## src/rtl/my_display_driver.sv

```systemverilog
// my_display_driver
//   Converts a WIDTH-bit binary value to BCD with a sequential double-dabble
//   engine. It then time-multiplexes the BCD digits onto a common-anode
//   seven-segment display. Segments and digit enables are active-low.
//
// Ports:
//   clk           system clock, all state on rising edge
//   asynch_reset  asynchronous active-high reset
//   data_input    binary value to display, sampled every cycle
//   bcd_output    latched BCD result, digit 0 (ones) in [3:0]
//   busy          high while a conversion is in progress
//   segments      active-low {g,f,e,d,c,b,a}
//   digit_enable  active-low one-hot digit select, bit0 = ones digit
//
// Conversion FSM:
//   state | meaning
//   IDLE  | waiting for data_input to differ from last_value
//   SHIFT | double-dabble shift/add-3 steps, one bit per cycle
//   DONE  | publish the working BCD to bcd_output
module my_display_driver #(
    parameter int WIDTH    = 8,
    parameter int DIGITS   = 3,
    parameter int SCAN_DIV = 50000
) (
    input  logic                  clk,
    input  logic                  asynch_reset,
    input  logic [WIDTH-1:0]      data_input,
    output logic [4*DIGITS-1:0]   bcd_output,
    output logic                  busy,
    output logic [6:0]            segments,
    output logic [DIGITS-1:0]     digit_enable
);

    localparam int BCD_W = 4 * DIGITS;
    localparam int CNT_W = $clog2(WIDTH + 1);
    localparam int IDX_W = (DIGITS > 1) ? $clog2(DIGITS) : 1;
    localparam int PRE_W = $clog2(SCAN_DIV);
    // ceil(WIDTH * log10(2)) in integer arithmetic
    localparam int MIN_DIGITS = (WIDTH * 30103 + 99999) / 100000;

    generate
        if (DIGITS < MIN_DIGITS) begin : g_bad_digits
            $error("my_display_driver: DIGITS too small for WIDTH");
        end
        if (SCAN_DIV < 2) begin : g_bad_scan_div
            $error("my_display_driver: SCAN_DIV must be >= 2");
        end
    endgenerate

    typedef enum logic [1:0] {
        IDLE  = 2'd0,
        SHIFT = 2'd1,
        DONE  = 2'd2
    } state_t;

    state_t             state;
    logic [WIDTH-1:0]   last_value;
    logic [WIDTH-1:0]   snapshot;
    logic [BCD_W-1:0]   work_bcd;
    logic [BCD_W-1:0]   adj_bcd;
    logic [CNT_W-1:0]   shift_cnt;

    logic [PRE_W-1:0]   prescaler;
    logic [IDX_W-1:0]   scan_idx;
    logic [3:0]         cur_nib;
    logic [BCD_W-1:0]   upper_bcd;
    logic               blank;

    // Add-3 correction applied to every nibble before each shift
    always_comb begin
        adj_bcd = work_bcd;
        for (int i = 0; i < DIGITS; i++) begin
            if (work_bcd[4*i +: 4] >= 4'd5) begin
                adj_bcd[4*i +: 4] = work_bcd[4*i +: 4] + 4'd3;
            end
        end
    end

    always_ff @(posedge clk or posedge asynch_reset) begin
        if (asynch_reset) begin
            state      <= IDLE;
            last_value <= '0;
            snapshot   <= '0;
            work_bcd   <= '0;
            shift_cnt  <= '0;
            bcd_output <= '0;
            busy       <= 1'b0;
        end else begin
            case (state)
                IDLE: begin
                    if (data_input != last_value) begin
                        snapshot   <= data_input;
                        last_value <= data_input;
                        work_bcd   <= '0;
                        shift_cnt  <= '0;
                        busy       <= 1'b1;
                        state      <= SHIFT;
                    end
                end
                SHIFT: begin
                    {work_bcd, snapshot} <= {adj_bcd, snapshot} << 1;
                    shift_cnt            <= shift_cnt + CNT_W'(1);
                    if (shift_cnt == CNT_W'(WIDTH - 1)) begin
                        state <= DONE;
                    end
                end
                DONE: begin
                    bcd_output <= work_bcd;
                    busy       <= 1'b0;
                    state      <= IDLE;
                end
                default: begin
                    busy  <= 1'b0;
                    state <= IDLE;
                end
            endcase
        end
    end

    // Scan prescaler and digit index, free-running
    always_ff @(posedge clk or posedge asynch_reset) begin
        if (asynch_reset) begin
            prescaler <= '0;
            scan_idx  <= '0;
        end else if (prescaler == PRE_W'(SCAN_DIV - 1)) begin
            prescaler <= '0;
            if (scan_idx == IDX_W'(DIGITS - 1)) begin
                scan_idx <= '0;
            end else begin
                scan_idx <= scan_idx + IDX_W'(1);
            end
        end else begin
            prescaler <= prescaler + PRE_W'(1);
        end
    end

    function automatic logic [6:0] seg7(input logic [3:0] n);
        case (n)
            4'd0:    seg7 = 7'b1000000;
            4'd1:    seg7 = 7'b1111001;
            4'd2:    seg7 = 7'b0100100;
            4'd3:    seg7 = 7'b0110000;
            4'd4:    seg7 = 7'b0011001;
            4'd5:    seg7 = 7'b0010010;
            4'd6:    seg7 = 7'b0000010;
            4'd7:    seg7 = 7'b1111000;
            4'd8:    seg7 = 7'b0000000;
            4'd9:    seg7 = 7'b0010000;
            default: seg7 = 7'b0111111;  // impossible nibble: g only
        endcase
    endfunction

    // A digit above the ones place is blanked when it and everything above it is zero
    always_comb begin
        cur_nib   = bcd_output[4*scan_idx +: 4];
        upper_bcd = bcd_output >> (4 * scan_idx);
        blank     = (scan_idx != '0) && (upper_bcd == '0);
    end

    always_ff @(posedge clk or posedge asynch_reset) begin
        if (asynch_reset) begin
            segments     <= 7'b1111111;
            digit_enable <= '1;
        end else begin
            digit_enable <= ~(DIGITS'(1) << scan_idx);
            segments     <= blank ? 7'b1111111 : seg7(cur_nib);
        end
    end

endmodule
```

## config.mk

```make
export PLATFORM = sky130hd
export DESIGN_NAME = my_display_driver
export DESIGN_NICKNAME = d
export VERILOG_FILES = /design/src/rtl/my_display_driver.sv
export SDC_FILE = /design/constraint.sdc
export NUM_CORES = 1
export LEC_CHECK = 0
export ABC_CLOCK_PERIOD_IN_PS = 3800
export CAP_MARGIN = 20
export CORE_MARGIN = 4
export CORE_UTILIZATION = 55
export CTS_BUF_LIST = sky130_fd_sc_hd__clkbuf_4 sky130_fd_sc_hd__clkbuf_8
export DETAILED_ROUTE_END_ITERATION = 8
export PLACE_DENSITY = 0.77
export SYNTH_ARGS = -nofsm -noshare
export SYNTH_HDL_FRONTEND = slang
export SYNTH_SLANG_ARGS = --single-unit
export TNS_END_PERCENT = 100
```

## constraint.sdc

```tcl
create_clock -name clk -period 3.8 [get_ports clk]
set_input_delay 1.14 -clock clk [delete_from_list [all_inputs] [get_ports clk]]
set_output_delay 1.14 -clock clk [all_outputs]
set_load 0.02 [all_outputs]
```

==> reports/results.ini <==
[placement]
gp_congestion=0.8176
place_ws_ps=660.0
io_buffers=32
place_hpwl_um=4633

[final_layout]
n_antenna_cell=0
drive_above_1_share=0.1639
final.fill_count=480
register_area_um2=1889
mostFrequentLayoutCells=dfrtp_1, clkdlybuf4s50_1, nand2_1, mux2_2, xnor2_1
fin_nets=384
multi_input_area_um2=1627
fin_util=0.6683
layout_commonest_cell=dfrtp_1
areaGrowthSynthToFinish_pct=17.70

[sta]
hold_viol=0
drv_slew=0
max_freq_ghz=0.3601
setup_violations=0
rsz0062_at_grt=false
finalCritPeriodShare=0.7307
worstMarginPinSlew_ps=811.7
fin_crit_ps=2777
setup_tns_ps=0
finClkSkew_ps=9.852
worst_slack_ps=1023
slew_headroom=0.4576

[die]
die_y_um=89.20
die_w_um=89.20
start_util=0.5678
die-area_um2=7956
io_pins=33
core.rowCount=29
core_area_um2=6386

[logic_synthesis]
synth_edf_count=0
netlist_area_um2=3626
ys.flop_type=dfrtp_1
netlist_instances=323
yosysSeqAreaShare=0.5210
syn-num-nets=346
async_flop_share=1.000
synth_warnings=0
yosys.area_share.xor_xnor=0.06039
synth_top_family_by_area=simple AND/OR/NAND/NOR gates
ys_ff_latch=75
synth_compound_area_frac=0.1211
synth_cell_types=48
avgSynthCellArea_um2=11.23
synthSimpleGateAreaFrac=0.1401
synth_fa_ha_area_frac=0.04486
muxShareOfSynthArea=0.08213

[critical_path]
arrival_ps=3000
crit_end=last_value[3]
worst-r2r-cell-count=8
r2r-start=scan_idx[0]
cp-start-kind=primary input
r2r_end=segments[3]
startpoint=data_input[6]
required_ps=4020
r2r_slack_ps=1640
cp_max_fo=22
crit_path_end_kind=flop
critical_path_class=in2reg

[route]
final_antenna_net_count=0
drt_pass1_iterations=5
dr.max_layer_used=met4
wl_um=6667
met3_length_um=180
drt-initial-drc-count=126
wl_met1_um=3053
drc=0
vias=2533
viasPerCell=5.718
wl_met2_um=3302
wire_per_inst_um=15.05

[clock_network]
clk_pin_slew_ps=80
cts_setup_buffers=0
tritoncts=done
cts.path.max_buffers=2
cts_inserted_buffers=9
ctsResizeCount=0
htree_levels=3
clk-insertion-delay-late_ps=340
cts_hold_buf=0
cts.sinks=75
root_buffer=clkbuf_8

[run_status]
run_status=finished clean

[power_and_ir_drop]
total_power_mw=3.286
p_int_mw=2.143
switching_power_mw=1.143
sw_frac_of_total=0.3479
leakagePower_nw=1.822
power.density_nw_per_um2=770.0
power_frac_seq=0.394
power_frac_comb=0.400
ir_worst_vdd_v=0.0005184
power.share.clock=0.206

[grt]
track_usage=0.1901
grt.overflow.total=0
grt_pass1_vias=2506
antenna_found_initial=0
grt_pass1_wl_um=11700
grt_max_degree=44

[flow_run]
max_cap_violations=0

[min_path]
hp-start=prescaler[0]
hold_class=reg2reg

registers in the layout, summed over array words and instances, names as in the netlist:
register	count
state	2
work_bcd	12
scan_idx	2
shift_cnt	4
busy	1
prescaler	16
segments	7
digit_enable	3
bcd_output	12
snapshot	8
last_value	8
Yosys cell counts, drive strengths merged, types with 2 or more instances:
library cell  number  area share
nand2             30       0.031
a21o               2      0.0041
o31ai              2      0.0055
nor2b              3      0.0052
and3               3      0.0052
o21ai             15       0.021
a2bb2oi            2      0.0066
mux2i              8       0.022
a21oi              7      0.0097
nor3b              3      0.0062
nor4b              3      0.0072
xnor2             16       0.039
nand4              6       0.010
xor2               9       0.022
a221o              7       0.019
clkbuf             7      0.0072
buf                5      0.0076
dfstp             10       0.072
nand2b             5      0.0086
nor3               3      0.0041
and2               8       0.014
nand3              6      0.0083
dfrtp             65        0.45
inv               15       0.016
or2                3      0.0052
o22ai             14       0.024
a311o              3      0.0083
nor4               3      0.0069
mux2              19       0.060
o2bb2ai            5       0.012
ha                13       0.045
nor2              12       0.012
power by group through the flow:
| stage | clock network, mW | logic (mW) | registers, mW |
|---|---|---|---|
| 2_1_floorplan | 0 | 0.820 | 1.38 |
| 3_3_place_gp | 0 | 1.27 | 1.30 |
| 3_5_place_dp | 0 | 1.31 | 1.31 |
| 4_1_cts | 0.694 | 1.32 | 1.30 |
| 5_1_grt | 0.736 | 1.46 | 1.34 |
| 6_report | 0.676 | 1.31 | 1.30 |
worst min path at each step:
| stage | depth (start not counted) | slack (ps) | endpoint |
|---|---|---|---|
| final | 1 | 500 | prescaler[0] |
| after detailed placement | 1 | 470 | prescaler[0] |
| after floorplan | 1 | 450 | prescaler[0] |
| after CTS | 1 | 490 | prescaler[0] |
| after global placement | 1 | 460 | prescaler[0] |
| after global routing | 1 | 510 | prescaler[0] |
kinds of logic (layout without fill, tap and decap cells):
| kind of cell | after synthesis | after routing |
|---|---|---|
| multiplexers | 27 | 27 |
| AND/OR/NAND/NOR | 94 | 94 |
| XOR/XNOR | 25 | 25 |
| AO/OA/AOI/OAI | 62 | 62 |
| flip-flops | 75 | 75 |
| adder cells (fa/ha/maj) | 13 | 13 |
| buffers and inverters | 27 | 70 |
worst max-delay path, stage by stage:
cell and delay, ps:
clkdlybuf4s50_1 470, xnor2_1 150, nand4_1 150, o21a_1 670, mux2_2 410
final cells by class:
class / count / share of cell area
clock buffers: 11 / 0.03547
repair buffers: 39 / 0.08736
well taps: 77 / 0.02257
clock inverters: 5 / 0.01759
flip-flops and latches: 75 / 0.4427
multi-input cells: 221 / 0.3811
inverters: 15 / 0.01319
layer usage:
metal	track usage	vias up
li1	-	1228
met1	0.2412	1252
met2	0.3182	40
met3	0.03318	13
met4	0.08525	0
met5	0	-
through the flow:
step / std cells / hold slack, ps / cell area, um^2
global placement: 426 / 464.1 / 4034
floorplan: 323 / 445.3 / 3626
finish: 443 / 495.1 / 4268
global route: 443 / 512.7 / 4268
detailed placement: 426 / 469.1 / 4034
CTS: 442 / 494.9 / 4260
Note: power is estimated with default switching activity, not from simulation.
